--- src/rtl/chip_inv_pkg.sv ---
// Shared definitions for the invader formation logic: screen and grid
// geometry, the on-screen position type and the march controller states.
package chip_inv_pkg;

  localparam int unsigned SCREEN_W      = 640;
  localparam int unsigned ALIEN_W       = 10;
  localparam int unsigned ALIEN_SPACING = 10;
  localparam int unsigned GRID_COLS     = 11;
  localparam int unsigned GRID_ROWS     = 5;
  localparam int unsigned MAX_ALIENS    = 55;

  typedef logic [9:0] pos_t;

  typedef enum logic [1:0] {
    IDLE,
    MARCH,
    CLEARED,
    INVADED
  } march_state_t;

endpackage

--- src/rtl/march_period_gen.sv ---
// Frames-per-step generator for the formation march.
// Build option MARCH_SPEEDUP_EN: when defined the period shrinks with the
// live alien count, max(MIN_PERIOD, alive*BASE_PERIOD/MAX_ALIENS); when
// undefined the period is the fixed BASE_PERIOD.
module march_period_gen
  import chip_inv_pkg::*;
#(
  parameter int unsigned BASE_PERIOD = 32,
  parameter int unsigned MIN_PERIOD  = 2
) (
  input  logic [5:0] alive_count_i,
  output logic [6:0] period_o
);

`ifdef MARCH_SPEEDUP_EN
  logic [12:0] scaled;

  // Scale the base period by the surviving fraction of the formation, floored at MIN_PERIOD.
  always_comb begin
    scaled = (13'(alive_count_i) * 13'(BASE_PERIOD)) / 13'(MAX_ALIENS);
    if (scaled < 13'(MIN_PERIOD)) begin
      period_o = 7'(MIN_PERIOD);
    end else begin
      period_o = scaled[6:0];
    end
  end
`else
  logic unused_alive;
  assign unused_alive = ^alive_count_i;

  // Fixed march speed regardless of how many aliens remain.
  always_comb begin
    if (BASE_PERIOD < MIN_PERIOD) begin
      period_o = 7'(MIN_PERIOD);
    end else begin
      period_o = 7'(BASE_PERIOD);
    end
  end
`endif

endmodule

--- src/rtl/alien_march_ctrl.sv ---
// Formation march controller: steps the alien formation every period
// frames, drops and reverses it at the screen edges and flags invasion
// once the formation reaches the player row.
// Build option MARCH_SPEEDUP_EN (see march_period_gen) speeds up the march
// as aliens die.
module alien_march_ctrl
  import chip_inv_pkg::*;
#(
  parameter int unsigned SCREEN_W    = 640,
  parameter int unsigned STEP_X      = 2,
  parameter int unsigned STEP_Y      = 10,
  parameter int unsigned Y_LIMIT     = 400,
  parameter int unsigned BASE_PERIOD = 32,
  parameter int unsigned MIN_PERIOD  = 2
) (
  input  logic       clk,
  input  logic       rst_n,
  input  logic       frame_tick,
  input  logic       enable,
  input  logic [5:0] alive_count,
  input  logic [9:0] left_edge,
  input  logic [9:0] right_edge,
  output logic       dir,
  output logic [9:0] x_off,
  output logic [9:0] y_off,
  output logic       step,
  output logic       drop,
  output logic       invaded
);

  march_state_t state_q, state_d;
  logic [6:0]   frame_cnt_q, frame_cnt_d;
  logic         dir_q, dir_d;
  pos_t         x_off_q, x_off_d;
  pos_t         y_off_q, y_off_d;
  logic         step_q, step_d;
  logic         drop_q, drop_d;
  logic         invaded_q, invaded_d;

  logic [6:0]   period;
  logic [10:0]  right_reach;
  logic         hit_edge;
  pos_t         y_next;

  march_period_gen #(
    .BASE_PERIOD (BASE_PERIOD),
    .MIN_PERIOD  (MIN_PERIOD)
  ) u_period (
    .alive_count_i (alive_count),
    .period_o      (period)
  );

  // State and output registers; reset returns the formation to its home position.
  always_ff @(posedge clk or negedge rst_n) begin
    if (!rst_n) begin
      state_q     <= IDLE;
      frame_cnt_q <= '0;
      dir_q       <= 1'b1;
      x_off_q     <= '0;
      y_off_q     <= '0;
      step_q      <= 1'b0;
      drop_q      <= 1'b0;
      invaded_q   <= 1'b0;
    end else begin
      state_q     <= state_d;
      frame_cnt_q <= frame_cnt_d;
      dir_q       <= dir_d;
      x_off_q     <= x_off_d;
      y_off_q     <= y_off_d;
      step_q      <= step_d;
      drop_q      <= drop_d;
      invaded_q   <= invaded_d;
    end
  end

  // Next-state logic: alive check beats invasion beats enable beats the frame-driven move.
  always_comb begin
    state_d     = state_q;
    frame_cnt_d = frame_cnt_q;
    dir_d       = dir_q;
    x_off_d     = x_off_q;
    y_off_d     = y_off_q;
    step_d      = 1'b0;
    drop_d      = 1'b0;
    invaded_d   = invaded_q;

    right_reach = {1'b0, right_edge} + 11'(STEP_X);
    hit_edge    = dir_q ? (right_reach > 11'(SCREEN_W - 1))
                        : (left_edge < 10'(STEP_X));
    y_next      = y_off_q + 10'(STEP_Y);

    case (state_q)
      IDLE: begin
        if (enable) state_d = MARCH;
      end
      MARCH: begin
        if (alive_count == '0) begin
          state_d = CLEARED;
        end else if (y_off_q >= 10'(Y_LIMIT)) begin
          invaded_d = 1'b1;
          state_d   = INVADED;
        end else if (!enable) begin
          state_d = IDLE;
        end else if (frame_tick) begin
          if (frame_cnt_q >= period - 7'd1) begin
            frame_cnt_d = '0;
            if (hit_edge) begin
              y_off_d = y_next;
              dir_d   = ~dir_q;
              drop_d  = 1'b1;
              if (y_next >= 10'(Y_LIMIT)) begin
                invaded_d = 1'b1;
                state_d   = INVADED;
              end
            end else begin
              x_off_d = dir_q ? x_off_q + 10'(STEP_X) : x_off_q - 10'(STEP_X);
              step_d  = 1'b1;
            end
          end else begin
            frame_cnt_d = frame_cnt_q + 7'd1;
          end
        end
      end
      CLEARED: begin
        if (alive_count != '0) state_d = MARCH;
      end
      INVADED: begin
        state_d = INVADED;
      end
      default: state_d = IDLE;
    endcase
  end

  assign dir     = dir_q;
  assign x_off   = x_off_q;
  assign y_off   = y_off_q;
  assign step    = step_q;
  assign drop    = drop_q;
  assign invaded = invaded_q;

endmodule

--- config.mk ---
export PLATFORM = sky130hd
export DESIGN_NAME = alien_march_ctrl
export DESIGN_NICKNAME = d
export VERILOG_FILES = /design/src/rtl/chip_inv_pkg.sv /design/src/rtl/march_period_gen.sv /design/src/rtl/alien_march_ctrl.sv
export SDC_FILE = /design/constraint.sdc
export NUM_CORES = 1
export LEC_CHECK = 0
export BUFFER_PORTS_ARGS = -buffer_cell sky130_fd_sc_hd__buf_2
export CORE_UTILIZATION = 52
export DETAILED_ROUTE_END_ITERATION = 16
export GPL_ROUTABILITY_DRIVEN = 0
export PLACE_DENSITY = 0.8
export SLEW_MARGIN = 20
export SYNTH_ARGS = -nofsm -noshare
export SYNTH_HDL_FRONTEND = slang
export SYNTH_SLANG_ARGS = --single-unit
--- constraint.sdc ---
create_clock -name clk -period 3.1 [get_ports clk]
set_clock_uncertainty 0.1 [all_clocks]
set_input_delay 0.62 -clock clk [delete_from_list [all_inputs] [get_ports clk]]
set_output_delay 0.62 -clock clk [all_outputs]
set_load 0.01 [all_outputs]
; Yosys cells after proc, flatten, opt, wreduce, memory -nomap -nowiden
; Cells that the tools add are included.
[totals]
inputBits = 30
output_inout_bits = 24
elab_cells = 77
ff_bits = 33
[classes]
add_sub_neg = 5
n_eq_ne = 9
n_reduce_logical = 13
n_mux = 33
magnitude_cmp = 5
bitwise = 4
[op_table]
columns = cell, n
row1 = 1-bit 2-to-1 mux, 21
row2 = 7-bit AND reduction, 3
row3 = "10-bit by 9-bit >= comparator with 1-bit output, second input constant", 2
row4 = "5-bit != test, second input constant", 4
row5 = 2-bit 2-to-1 mux, 9
row6 = "10-bit by 2-bit adder with 11-bit output, second input constant", 1
row7 = "11-bit by 10-bit greater-than comparator with 1-bit output, second input constant", 1
row8 = "10-bit by 2-bit adder with 10-bit output, second input constant", 1
row9 = "10-bit by 4-bit adder with 10-bit output, second input constant", 1
row10 = "10-bit by 2-bit less-than comparator with 1-bit output, second input constant", 1
row11 = 10-bit 2-to-1 mux, 1
row12 = 2-bit nonzero test, 5
row13 = "10-bit by 2-bit subtractor with 10-bit output, second input constant", 1
row14 = 2-bit case mux with 4 select lines, 1
row15 = "7-bit by 1-bit adder with 7-bit output, second input constant", 1
row16 = "7-bit by 5-bit >= comparator with 1-bit output, second input constant", 1
row17 = 7-bit 2-to-1 mux, 1
row18 = 6-bit zero test, 1
row19 = 6-bit AND reduction, 1
row20 = 6-bit nonzero test, 1
row21 = 5-bit AND reduction, 1
row22 = "2-bit equality test, second input constant", 2
row23 = "2-bit != test, second input constant", 2
row24 = 1-bit inverter, 4
row25 = other kinds (2), 2

; Longest topological paths before layout
; Gate-level depths: netlist (run 1).
[logic_depth]
word_depth = 10
mapped_depth = 9
mapped_depth_nobuf = 8

; Modules after synthesis
; A second synthesis (run 1) with hierarchy kept.
[unflattened]
cells_unflattened = 235
area_unflattened_um2 = 2268.4
[by_module_without_submodules]
columns = mod, area_each_um2, instances, cells_per_inst, seq_area_each_um2
row1 = alien_march_ctrl, 2208.4, 1, 226, 777.0
row2 = march_period_gen, 60.1, 1, 9, 0.0

; Worst setup path before layout (run 1)
; Ideal clock, no wire load.
[synth_timing]
kind = input-to-reg
start = input port right_edge[1]
end = register x_off_q[2] (netlist: x_off[2])
setup_slack_ps = 637
setup_time_ps = 125
stages = 7
t_arrival_ps = 2238
t_required_ps = 2875
path_buffers = 0
cell_sequence = ha_1 -> nand4_1 -> o311ai_0 -> o311a_1 -> a21oi_1 -> nor3_4 -> mux2_2
[synth_via]
elab_chain_len = 5
[synth_rtl]
columns = item, line_no
row1 = from (decl), alien_march_ctrl.sv:22  ; input logic [9:0] right_edge,
row2 = 10-bit by 2-bit adder with 11-bit output, alien_march_ctrl.sv:87  ; right_reach = {1'b0, right_edge} + 11'(STEP_X);
row3 = 11-bit by 10-bit greater-than comparator with 1-bit output, alien_march_ctrl.sv:88  ; hit_edge = dir_q ? (right_reach > 11'(SCREEN_W - 1))
row4 = 1-bit 2-to-1 mux, alien_march_ctrl.sv:88
row5 = 1-bit inverter (no source line), n/a
row6 = 7-bit AND reduction (no source line), n/a
row7 = to (signal assigned), alien_march_ctrl.sv:68  ; x_off_q <= x_off_d;
row8 = to (decl), alien_march_ctrl.sv:34  ; pos_t x_off_q, x_off_d;
; Every way passes these cells.
; A chain may end at the register's enable or synchronous reset.

; Worst setup path after layout (run 1)
[layout_timing]
start = register dir_q (netlist: dir)
end = register x_off_q[9] (netlist: x_off[9])
[layout_via]
elab_chain_len = 3
elab_cells_between_ends = 4
cone_classes = mux (2) / bitwise (1) / reduce/logical (1)
[layout_rtl]
columns = item, line_no
row1 = from (decl), alien_march_ctrl.sv:33  ; logic dir_q, dir_d;
row2 = from (signal assigned), alien_march_ctrl.sv:67  ; dir_q <= dir_d;
row3 = 1-bit 2-to-1 mux, alien_march_ctrl.sv:88
row4 = 1-bit inverter (no source line), n/a
row5 = 7-bit AND reduction (no source line), n/a
; Several ways; a longest one is shown, not always the timed one.

==> impl_metrics.csv, run 1 <==
group,metric,value,unit
run_status,outcome,"complete, no violations",
finish,area_growth,20.1,%
grt,antenna_found_initial,0,
timing,setup-violations-final,0,
synth,yosysUniqueCellTypes,47,
power_and_ir_drop,internal_power,0.000626,W
finish,antenna_cells,0,
synth,ys.flop_type,"dfrtp_1",
die,die_h,62.8,µm
synth,syn-mean-instance-area,9.96,µm²
routing,routed_wl,3.87,mm
routing,vias_per_cell,5.53,
setup_path,rr_startpoint,"dir",
synth,synth-seq-cells,31,
synth,synth_area_leaders,"dfrtp_1 (39%), ha_1 (7.8%), xnor2_1 (5.5%), mux2_2 (4.1%), o21ai_0 (3.1%)",
clocking,post_cts_buffers,0,
power_and_ir_drop,power.share.combinational,0.057,
clocking,root_buffer,"clkbuf_8",
synth,synth_top_area_share,0.391,
synth,yosysTopAreaCell,"dfrtp_1",
setup_path,worstSetupEndpointType,"register",
routing,drtIter0Drc,90,
power_and_ir_drop,sw_frac_of_total,0.217,
clocking,cts_max_path_buffers,2,
synth,syn_area,1920,µm²
clocking,holdBufCountCts,0,
power_and_ir_drop,power.switching,0.000173,W
clocking,htreeDepth,2,
power_and_ir_drop,p_leak,1.17,nW
synth,synth_edf_count,0,
power_and_ir_drop,seqPwrFrac,0.506,
finish,layout.nets,291,
die,num_rows,21,
min_path,hp-class,"input pin to asynchronous set/reset pin",
timing,max_clock_freq,366,MHz
timing,layout_min_cycle_time,2.73,ns
timing,rsz0062_at_grt,"no",
die,design.die.area,3940,µm²
synth,ys_top_cells_by_count,"dfrtp_1 (30), nand2_1 (14), nor2_1 (14)",
routing,dr.pass1.iters,4,
job,cap_viol_max_count,0,
clocking,clock_latency,0.28,ns
setup_path,r2r_cells,8,
routing,vias,1632,
grt,overflow,0,
placed_design,place_hpwl,2.92,mm
clocking,path_clk_slew,0.07,ns
routing,drtAntennaViolNets,0,
power_and_ir_drop,vdd_ir_drop_max,0.353,mV
timing,fin_crit_sh,0.881,
timing,slew_headroom,0.536,
die,start_util,0.558,
synth,synthCells,193,
setup_path,worst_setup_path_start_kind,"register",
setup_path,cp.required,3.21,ns
routing,post-route-drc-count,0,
setup_path,cp_max_fo,9,
synth,synth_most_common_cell,"dfrtp_1",
routing,wire_per_inst,13.1,µm
setup_path,critical_path_class,"register to register",
timing,hold_slack,0.281,ns
grt,grt_max_degree,32,
synth,yosysSeqAreaShare,0.404,
finish,fillers,293,
die,core-area,3440,µm²
power_and_ir_drop,p_per_area,346,nW/µm²
clocking,cts_made_buffers,5,
synth,yosys_warnings,0,
timing,report.final.slew_viol_count,0,
setup_path,critPathArrivalTime,2.84,ns
grt,first_global_vias,1577,
die,dieWidth,62.8,µm
setup_path,reg2reg_setup_slack,0.37,ns
synth,async_reset_ff_frac,1.00,
timing,tightest_slew,0.697,ns
die,num_io_pins,54,
clocking,cts-resized-gates,0,
timing,finalSetupTns,0,ns
placed_design,io_buffers,50,
grt,grt.total_usage,0.223,
timing,hold_violations,0,
clocking,cts_tree,"yes",
power_and_ir_drop,clkPwrFrac,0.437,
setup_path,worstReg2RegEnd,"x_off[9]",
clocking,cts_num_sinks,31,
finish,drive_gt1_frac,0.297,
grt,grt_pass1_wl,6.88,mm
-- flip-flops by register name, summed over array words and instances (netlist names) --
register,count
dir,1
drop,1
frame_cnt_q,7
invaded,1
state_q,2
step,1
x_off,9
y_off,9
-- worst max path at each step --
stage / from / endpoint / slack, ns
after CTS: y_off[5] / x_off[2] / 0.36
after floorplan: right_edge[1] / x_off[2] / 0.64
final: dir / x_off[9] / 0.37
after global routing: dir / x_off[9] / 0.13
after global placement: right_edge[1] / x_off[4] / 0.28
after detailed placement: right_edge[1] / x_off[2] / 0.23
-- through the flow --
step | utilization | cells | power, W | cell area, µm² | worst slack [ns]
3_3_place_gp | 0.641 | 287 | 0.000457 | 2210 | 0.284
2_1_floorplan | - | 194 | 0.000429 | 1930 | 0.637
6_report | 0.670 | 295 | 0.000799 | 2310 | 0.370
5_1_grt | 0.670 | 295 | 0.000830 | 2310 | 0.125
3_5_place_dp | 0.641 | 287 | 0.000458 | 2210 | 0.228
4_1_cts | 0.670 | 295 | 0.000813 | 2310 | 0.362
-- logic make-up after synthesis --
| logic type | count (synthesis) | share of synthesized area |
|---|---|---|
| xor gates and xnor gates | 17 | 0.0775 |
| and+or+nand+nor | 68 | 0.195 |
| other | 1 | 0.00195 |
| adders and majority gates | 13 | 0.0885 |
| buffers and inverters | 14 | 0.0391 |
| DFF | 31 | 0.404 |
| muxes | 7 | 0.0410 |
| AOI/OAI and AO/OA | 42 | 0.153 |
-- power groups by stage --
| stage | combinational (W) | sequential [W] | clock, W |
|---|---|---|---|
| 6_report | 0.0000456 | 0.000405 | 0.000349 |
| 4_1_cts | 0.0000464 | 0.000404 | 0.000362 |
| 2_1_floorplan | 0.0000167 | 0.000412 | 0 |
| 3_5_place_dp | 0.0000463 | 0.000412 | 0 |
| 5_1_grt | 0.0000518 | 0.000404 | 0.000374 |
| 3_3_place_gp | 0.0000446 | 0.000412 | 0 |
-- per-layer routing --
| layer | part of all wire | wire length (µm) | GRT usage |
|---|---|---|---|
| met3 | 0.036 | 140 | 0.0456 |
| met4 | 0.019 | 74 | 0.0930 |
| met5 | 0 | 0 | 0 |
| met1 | 0.47 | 1830 | 0.285 |
| met2 | 0.47 | 1820 | 0.367 |
-- placed cells by master, fill, tap and decap left out, types with 2 or more instances in the layout --
cell type	instances
xnor2_1	12
ha_1	12
or4_1	2
o31ai_1	2
nand3_1	8
and2_1	2
nor4_1	5
nand2_1	14
nor3b_1	2
nand4_1	5
a21o_1	2
inv_1	9
and2_2	2
nand2b_1	3
a21oi_1	10
buf_4	2
o21ai_0	12
buf_2	50
mux2_2	7
conb_1	2
o21bai_1	2
o211ai_1	2
xor2_1	5
nor2_1	14
o41ai_1	2
dfrtp_1	30
nor3_1	2
nand3b_1	2
nor2b_1	2
clkbuf_8	7
-- cell type report --
type                    instances  area, µm²  area share
clock buffers                   8        100      0.0434
inverters                       9       33.8      0.0146
multi-input cells             149       1070       0.465
flip-flops and latches         31        777       0.337
well taps                      46       57.6      0.0249
repair buffers                 52        265       0.115
-- critical path, cell delays in order, from the launching register on --
cell      delay, ns
dfstp_2        0.59
inv_1          0.20
fa_1           0.51
a21oi_1        0.21
o211ai_1       0.16
o41ai_1        0.34
xnor2_1        0.13
nor4_1         0.24
xor2_1         0.17
(Power assumes the default switching activity.)
==> inputs of run 2 (changes only) <==
--- a/config.mk
+++ b/config.mk
@@ -6,6 +6,7 @@
 export NUM_CORES = 1
 export LEC_CHECK = 0
 export BUFFER_PORTS_ARGS = -buffer_cell sky130_fd_sc_hd__buf_2
+export CORE_ASPECT_RATIO = 1.25
 export CORE_UTILIZATION = 52
 export DETAILED_ROUTE_END_ITERATION = 16
 export GPL_ROUTABILITY_DRIVEN = 0
==> run 2 against run 1 <==
  * Maximum frequency fell by 1.2%
  * First-iteration DRC count decreased by 39%
  * Via count up 0.49%
  * Global-route usage fell by 1.2 points
  * Hold slack worse by 0.014 ns
  * Worst setup slack worse by 0.034 ns
  * Largest power group unchanged
==> impl_metrics.csv, run 2 (synthesis gave the netlist of run 1 again) <==
group,metric,value,unit
clocking,path_clk_slew,0.07,ns
clocking,htreeDepth,2,
die,num_io_pins,54,
finish,multiInputGateArea,1070,µm²
finish,drive_gt1_frac,0.296,
placed_design,place_hpwl,2.88,mm
finish,fillers,296,
setup_path,critical_path_class,"register to register",
grt,antenna_found_initial,0,
clocking,cts-resized-gates,0,
grt,grt_pass1_wl,6.50,mm
clocking,cts_made_buffers,5,
power_and_ir_drop,sw_frac_of_total,0.228,
grt,grt_max_degree,32,
setup_path,worstSetupEndpointType,"register",
job,cap_viol_max_count,0,
timing,finalSetupTns,0,ns
timing,tightest_slew,0.679,ns
finish,area_growth,19.0,%
timing,max_clock_freq,362,MHz
setup_path,critPathArrivalTime,2.83,ns
routing,drtAntennaViolNets,0,
clocking,post_cts_buffers,0,
grt,first_global_vias,1516,
run_status,outcome,"complete, no violations",
finish,layout.nets,292,
power_and_ir_drop,power,0.000752,W
power_and_ir_drop,vdd_ir_drop_max,0.291,mV
die,start_util,0.547,
min_path,hp-class,"input pin to asynchronous set/reset pin",
clocking,cts_tree,"yes",
routing,drtIter0Drc,55,
finish,final_cell_mix,"buf_2 (50), dfrtp_1 (30), nor2_1 (14), nand2_1 (14)",
setup_path,worst_setup_path_start_kind,"register",
placed_design,dp_cells,281,
power_and_ir_drop,power.share.combinational,0.059,
setup_path,cp.required,3.16,ns
timing,layout_min_cycle_time,2.76,ns
die,design.die.area,3940,µm²
grt,grt.total_usage,0.211,
routing,routed_wl,3.75,mm
die,core-area,3510,µm²
routing,wire_per_inst,13.0,µm
die,num_rows,24,
clocking,clock_latency,0.28,ns
clocking,holdBufCountCts,0,
finish,antenna_cells,0,
power_and_ir_drop,seqPwrFrac,0.538,
die,dieWidth,56.4,µm
routing,dr.pass1.iters,4,
timing,fin_crit_sh,0.892,
clocking,root_buffer,"clkbuf_8",
power_and_ir_drop,clkPwrFrac,0.403,
finish,regArea,777,µm²
setup_path,cp_max_fo,9,
setup_path,reg2reg_setup_slack,0.34,ns
routing,vias,1640,
timing,hold_violations,0,
finish,final_common_cell,"buf_2",
grt,overflow,0,
timing,slew_headroom,0.547,
timing,report.final.slew_viol_count,0,
power_and_ir_drop,power.switching,0.000172,W
timing,rsz0062_at_grt,"no",
routing,post-route-drc-count,0,
power_and_ir_drop,internal_power,0.000581,W
routing,vias_per_cell,5.67,
clocking,cts_max_path_buffers,2,
finish,stdcell_count,289,
power_and_ir_drop,p_per_area,329,nW/µm²
die,die_h,70.0,µm
placed_design,io_buffers,50,
timing,hold_slack,0.267,ns
power_and_ir_drop,p_leak,1.16,nW
clocking,cts_num_sinks,31,
timing,setup-violations-final,0,
==> run 2: changes by cell type in the layout (fill, tap and decap cells not counted) <==
cell,before,now
clkinv_2,0,1
buf_4,2,3
clkbuf_8,7,5
clkbuf_1,1,2
==> run 2: area by class of cell <==
class	count	share of cell area
inverters	9	0.0148
multi-input cells	149	0.469
clock buffers	7	0.0334
flip-flops and latches	31	0.340
clock inverters	1	0.00219
well taps	39	0.0213
repair buffers	53	0.119
==> run 2: power by group through the flow <==
stage	sequential [W]	combinational, W	clock (W)
finish	0.000405	0.0000442	0.000304
floorplan	0.000412	0.0000167	0
global route	0.000404	0.0000505	0.000325
detailed placement	0.000412	0.0000452	0
global placement	0.000412	0.0000444	0
CTS	0.000405	0.0000453	0.000312
==> run 2: path summary, 6_finish.rpt <==
kind / startpoint / to / depth (start not counted)
hold / removal: rst_n / state_q[0] / 1
setup / recovery: y_off[5] / x_off[3] / 6
max in group asynchronous: rst_n / x_off[3] / 1
hold reg to reg: y_off[9] / y_off[9] / 0
min in group clk: y_off[9] / y_off[9] / 0
setup reg to reg: y_off[5] / x_off[3] / 6
==> run 2: metrics by stage <==
step	setup WS, ns	utilization	instance area (µm²)
4_1_cts	0.303	0.651	2290
3_5_place_dp	0.202	0.628	2210
6_report	0.336	0.651	2290
3_3_place_gp	0.293	0.628	2210
5_1_grt	0.177	0.651	2290
2_1_floorplan	0.637	-	1930
==> run 2: routing by layer <==
layer / track usage / up-vias / share of wire
met5: 0 / - / 0
met4: 0.100 / 0 / 0.014
met3: 0.0463 / 4 / 0.054
met2: 0.361 / 57 / 0.51
met1: 0.248 / 763 / 0.42
li1: - / 816 / -
==> run 2: worst max-delay path, cell delays in order (launching register included) <==
cell and delay [ns]:
dfrtp_1 0.44, o311ai_1 0.33, nand2b_1 0.17, or4_1 0.57
buf_4 0.21, nor3_4 0.43, mux2_2 0.39
